`src/rtl/lfsr_multimode.sv`:
```
// LFSR engine, Fibonacci or Galois, runtime poly/seed, up to STEP_MAX steps per clock.
// Latency: a run of N steps finishes in ceil(N/STEP_MAX) cycles after the START edge; load is 1 cycle.
// Backpressure: none; START is dropped while busy or locked up, LOAD always wins and aborts a run.
module lfsr_multimode #(
  parameter int W        = 8,   // state width, >= 2
  parameter int STEP_MAX = 4,   // steps per clock, 1..W
  parameter int CW       = 16   // step-count width
) (
  input  logic                CLK_I,
  input  logic                RST_N_I,
  input  logic                LOAD_I,
  input  logic                MODE_I,
  input  logic [W-1:0]        POLY_I,
  input  logic [W-1:0]        SEED_I,
  input  logic                START_I,
  input  logic [CW-1:0]       STEPS_I,
  output logic                BUSY_O,
  output logic                DONE_O,
  output logic [W-1:0]        DATA_O,
  output logic [STEP_MAX-1:0] BITS_O,
  output logic                LOCKUP_O
);

  typedef enum logic {
    IDLE = 1'b0,
    RUN  = 1'b1
  } fsm_t;

  localparam logic [CW-1:0] STEP_MAX_CW = CW'(STEP_MAX);

  fsm_t                fsm_q, fsm_d;
  logic [W-1:0]        poly_q, poly_d;
  logic                mode_q, mode_d;
  logic [W-1:0]        lfsr_q, lfsr_d;
  logic [CW-1:0]       rem_q, rem_d;
  logic [STEP_MAX-1:0] bits_q, bits_d;
  logic                done_q, done_d;

  logic [CW-1:0]       chunk_len;
  logic [W-1:0]        chunk_state;
  logic [STEP_MAX-1:0] chunk_bits;
  logic                lockup;

  // Single LFSR step; the shifted-out bit is always the MSB in both modes.
  function automatic logic [W-1:0] lfsr_step(input logic [W-1:0] s,
                                             input logic [W-1:0] p,
                                             input logic         m);
    if (m) begin
      return {s[W-2:0], 1'b0} ^ (s[W-1] ? p : '0);
    end
    return {s[W-2:0], ^(s & p)};
  endfunction

  assign lockup = (lfsr_q == '0);

  // Unrolled chain: steps past the current chunk length pass the state through and emit 0.
  always_comb begin
    chunk_len   = (rem_q > STEP_MAX_CW) ? STEP_MAX_CW : rem_q;
    chunk_state = lfsr_q;
    chunk_bits  = '0;
    for (int j = 0; j < STEP_MAX; j++) begin
      if (CW'(j) < chunk_len) begin
        chunk_bits[j] = chunk_state[W-1];
        chunk_state   = lfsr_step(chunk_state, poly_q, mode_q);
      end
    end
  end

  // Next-state logic: LOAD aborts anything, START only acts in IDLE with a live state.
  always_comb begin
    fsm_d  = fsm_q;
    poly_d = poly_q;
    mode_d = mode_q;
    lfsr_d = lfsr_q;
    rem_d  = rem_q;
    bits_d = bits_q;
    done_d = 1'b0;
    if (LOAD_I) begin
      fsm_d  = IDLE;
      poly_d = POLY_I;
      mode_d = MODE_I;
      lfsr_d = SEED_I;
      rem_d  = '0;
    end else begin
      case (fsm_q)
        IDLE: begin
          if (START_I && !lockup) begin
            if (STEPS_I == '0) begin
              done_d = 1'b1;
            end else begin
              rem_d = STEPS_I;
              fsm_d = RUN;
            end
          end
        end
        RUN: begin
          lfsr_d = chunk_state;
          bits_d = chunk_bits;
          rem_d  = rem_q - chunk_len;
          if (rem_q <= STEP_MAX_CW) begin
            fsm_d  = IDLE;
            done_d = 1'b1;
          end
        end
      endcase
    end
  end

  // State registers with asynchronous clear.
  always_ff @(posedge CLK_I or negedge RST_N_I) begin
    if (!RST_N_I) begin
      fsm_q  <= IDLE;
      poly_q <= '0;
      mode_q <= 1'b0;
      lfsr_q <= '0;
      rem_q  <= '0;
      bits_q <= '0;
      done_q <= 1'b0;
    end else begin
      fsm_q  <= fsm_d;
      poly_q <= poly_d;
      mode_q <= mode_d;
      lfsr_q <= lfsr_d;
      rem_q  <= rem_d;
      bits_q <= bits_d;
      done_q <= done_d;
    end
  end

  assign BUSY_O   = (fsm_q == RUN);
  assign DONE_O   = done_q;
  assign DATA_O   = lfsr_q;
  assign BITS_O   = bits_q;
  assign LOCKUP_O = lockup;

endmodule

```
`config.mk`:
```
export PLATFORM = sky130hd
export DESIGN_NAME = lfsr_multimode
export DESIGN_NICKNAME = d
export VERILOG_FILES = /design/src/rtl/lfsr_multimode.sv
export SDC_FILE = /design/constraint.sdc
export NUM_CORES = 1
export LEC_CHECK = 0
export BUFFER_PORTS_ARGS = -buffer_cell sky130_fd_sc_hd__buf_4
export CAP_MARGIN = 10
export CELL_PAD_IN_SITES_DETAIL_PLACEMENT = 2
export CELL_PAD_IN_SITES_GLOBAL_PLACEMENT = 2
export CORE_ASPECT_RATIO = 1.5
export CORE_MARGIN = 2
export CORE_UTILIZATION = 37
export CTS_BUF_LIST = sky130_fd_sc_hd__clkbuf_8
export CTS_CLUSTER_DIAMETER = 30
export DETAILED_ROUTE_END_ITERATION = 6
export GPL_TIMING_DRIVEN = 1
export HOLD_SLACK_MARGIN = 0.02
export PLACE_DENSITY_LB_ADDON = 0.1
export SYNTH_ARGS = -nofsm -noshare
export SYNTH_HDL_FRONTEND = slang
export SYNTH_SLANG_ARGS = --single-unit
export TNS_END_PERCENT = 5
```
`constraint.sdc`:
```
create_clock -name CLK_I -period 10.4 [get_ports CLK_I]
set_input_delay 1.56 -clock CLK_I [delete_from_list [all_inputs] [get_ports CLK_I]]
set_output_delay 1.56 -clock CLK_I [all_outputs]
set_load 0.1 [all_outputs]
```
==> key figures <==
Cells and area
  • Layout cells sized above 1: 0.172
  • Final Util: 0.429
  • Commonest non-fill, non-tap cells in the layout: 56 x nand2_1, 56 x o21ai_0, 56 x buf_4, 47 x nor2_1, 39 x dfrtp_1
  • Design Area, Final: approximately 0.0045 mm^2
  • FILL cells: ~1300
  • Area Overhead vs Synth: 14.1%
  • Nets: 584
  • Area occupied by registers: around 980 um^2
  • Multi-input gate area: ~0.0028 mm^2
  • Ant diodes: 0

STA
  • Clock skew: 6.36 ps
  • Unrepaired setup endpoints after global routing: false
  • Relative slew margins: 0.235
  • Hold Fails Final Rpt: 0
  • FMAX: approximately 200 MHz
  • Final period util: 0.486
  • # setup viols final: 0
  • Post-layout min period: around 5000 ps
  • Final WS setup: ~5300 ps
  • Worst Max-Slew Pin Slew: around 1100 ps
  • Max-slew violations: 0
  • Final setup TNS: 0 ps

CTS
  • H-tree levels: 2
  • Resized cells post-CTS: 0
  • CTS Buffer Depth: 2
  • CTS Buf Count: 5
  • # hold bufs at CTS: 0
  • Post-CTS setup buffers: 0
  • Clk Latency, worst-skew pair: ~310 ps
  • Clock transition at path regs: roughly 90 ps
  • Total clock sinks: 39
  • Clock root cell: clkbuf_8
  • CTS tree: yes

Synth
  • Syn Std Cell Area: 0.00394 mm^2
  • Area leader, netlist: dfrtp_1
  • Ranking of synthesized cells by area: dfrtp_1 25%, o21ai_0 7.1%, xnor2_1 7.1%
  • Synth warnings: 0
  • Synth Net Count: 566
  • Count of flip-flops with a built-in enable after synthesis: 0
  • Post-synthesis sequential area ratio: 0.248
  • Top_reg_cell synth: dfrtp_1
  • Avg Cell Area, Syn: approximately 7.5 um^2
  • Post-synth top area share: 0.248
  • Post-Synthesis Cells: about 530
  • Yosys cell types: approximately 70
  • Seq cells post-synth: 39
  • Share of synthesized registers carrying an async set or reset: 1.00

Critical path
  • Crit path top cell by count: xnor2_1
  • Arrival @ worst endpoint: 5220 ps
  • Worst R2R End: DATA_O[0]$_DFFE_PN0P_
  • Reg2reg setup slack: ~5300 ps
  • Worst Setup EP: DATA_O[0]$_DFFE_PN0P_
  • Worst Path Max Fanout: 22
  • CP cell instances: nor3_1 -> nand3_1 -> or3_1 -> a211oi_2 -> o32a_1 -> xor2_1 -> nor2_1 -> o21ai_1 -> xor2_1 -> xnor2_1 -> xnor3_1 -> xnor2_1 -> xnor2_1 -> a41oi_2
  • Slowest CP cell: or3_1
  • Critical path's largest stage delay: about 900 ps
  • WS Path Type: reg -> reg
  • Worst R2R Path Depth: 14
  • Critical Path Start: rem_q[13]$_DFFE_PN0P_
  • Setup crit end kind: flip-flop
  • Reg2reg start: rem_q[13]$_DFFE_PN0P_
  • CP Data Required Time: 10560 ps
  • Crit start category: flip-flop

Placement
  • Pre-CTS WS: about 5400 ps
  • Gp weighted congestion: around 0.9
  • Port bufs: just over 50
  • Area post-placement: 0.00436 mm^2
  • HPWL Detailed: around 13000 um

Detailed routing
  • DRT Pass-1 Iters: 4
  • Drt initial violations: 215
  • Via count: approximately 4300
  • Final antenna-violating net count: 0
  • Total Wirelength: roughly 17000 um
  • Post-DR vias/cell: 6.21
  • Number of remaining DRC errors: 0
  • Routed wire per std cell: roughly 24 um

Power
  • Clock Power Share: 0.139
  • Sw Share: 0.530
  • Share of power burned in registers: 0.204
  • Peak supply drop: approximately 76 uV
  • Leak: ~1.8 nW
  • P per Cell Area: around 260 mW/mm^2
  • Internal: roughly 0.55 mW
  • Combinational Power Share: 0.658
  • P_sw: between 0.6 and 0.7 mW
  • Total power: between 1 and 1.5 mW

Global route
  • GRT Util Overall: 0.305
  • Antenna violations before repair: 0
  • Number of global-route vias before repair: around 4700
  • Congestion Overflow GR: 0
  • Largest net degree at the start of global routing: 40
  • First-pass GRT wire length: between 20000 and 30000 um

Status
  • Status: finished clean

Floorplan
  • Die Width: slightly below 90 um
  • I/O Pins: 52
  • Die area: roughly 0.012 mm^2
  • Starting Density: 0.376
  • Vert. Die Dim: approximately 130 um
  • # rows: 46
  • Core area: around 0.010 mm^2

Hold path
  • Worst min path class: reg -> reg

Run
  • Max_cap viols: 0
## registers in the layout (all words and copies together), names as in the netlist
name    count
rem_q      16
DONE_O      1
poly_q      8
DATA_O      8
BUSY_O      1
mode_q      1
BITS_O      4
## cell usage after synthesis (4+ instances only)
master,number
a21boi_0,6
nor2_1,47
xnor2_1,32
o211ai_1,12
mux2i_1,4
inv_1,8
and3_1,4
clkbuf_1,33
nand2b_1,7
o31ai_1,12
nand3_1,26
nand4_1,4
a31oi_1,8
nand2_1,56
nor4_1,11
a22oi_1,5
o22ai_1,4
o21ai_0,56
xor2_1,15
mux2_2,8
a21oi_1,34
or3_1,9
buf_2,7
a211oi_1,6
dfrtp_1,39
nor3_1,12
## cell type report
type / count / area share
well taps: 144 / 0.0401
flip-flops and latches: 39 / 0.217
clock buffers: 5 / 0.0153
multi-input cells: 436 / 0.612
clock inverters: 3 / 0.0150
inverters: 8 / 0.00668
repair buffers: 56 / 0.0935
## routing by layer
metal  vias to the layer above  wire length (um)  GRT usage
li1                       1959                 -          -
met1                      2190              6630      0.357
met2                       112              8820      0.554
met3                        33               544     0.0329
met4                         0               629      0.130
met5                         -                 0          0
## kinds of logic after synthesis
logic type | count (synthesis) | synth area share
flops | 39 | 0.248
simple gates | 200 | 0.256
xor+xnor | 49 | 0.116
buf+inv | 53 | 0.0556
other cells | 1 | 0.000952
fa+ha+maj | 1 | 0.00318
compound gates | 173 | 0.287
mux | 12 | 0.0330
## worst min-delay path by stage
stage / cells past startpoint / end / from / slack [ps]
after global routing: 2 / BITS_O[0]$_DFFE_PN0P_ / BITS_O[0]$_DFFE_PN0P_ / 520
after detailed placement: 2 / BITS_O[0]$_DFFE_PN0P_ / BITS_O[0]$_DFFE_PN0P_ / 480
final: 2 / BITS_O[0]$_DFFE_PN0P_ / BITS_O[0]$_DFFE_PN0P_ / 490
after floorplan: 2 / rem_q[5]$_DFFE_PN0P_ / rem_q[5]$_DFFE_PN0P_ / 460
after CTS: 2 / BITS_O[0]$_DFFE_PN0P_ / BITS_O[0]$_DFFE_PN0P_ / 500
after global placement: 2 / BITS_O[0]$_DFFE_PN0P_ / BITS_O[0]$_DFFE_PN0P_ / 450
## worst max-delay path: cells and delay by family, from the launching register on
kind / cells / cell delay (ps)
and+or+nand+nor: 4 / 1960
xor gates and xnor gates: 6 / 1370
AOI/OAI and AO/OA: 4 / 1150
DFF: 1 / 420
## metrics by stage
step	hold WS [ps]	instances
floorplan	463	528
global placement	452	683
CTS	495	691
detailed placement	475	683
global route	521	691
finish	488	691
## power groups by stage
stage / registers (mW) / logic (mW) / clock network [mW]
6_report: 0.238 / 0.767 / 0.162
5_1_grt: 0.243 / 0.825 / 0.167
4_1_cts: 0.237 / 0.763 / 0.163
3_5_place_dp: 0.239 / 0.758 / 0
3_3_place_gp: 0.235 / 0.732 / 0
2_1_floorplan: 0.313 / 0.490 / 0
Note: power is estimated with default switching activity, not from simulation.
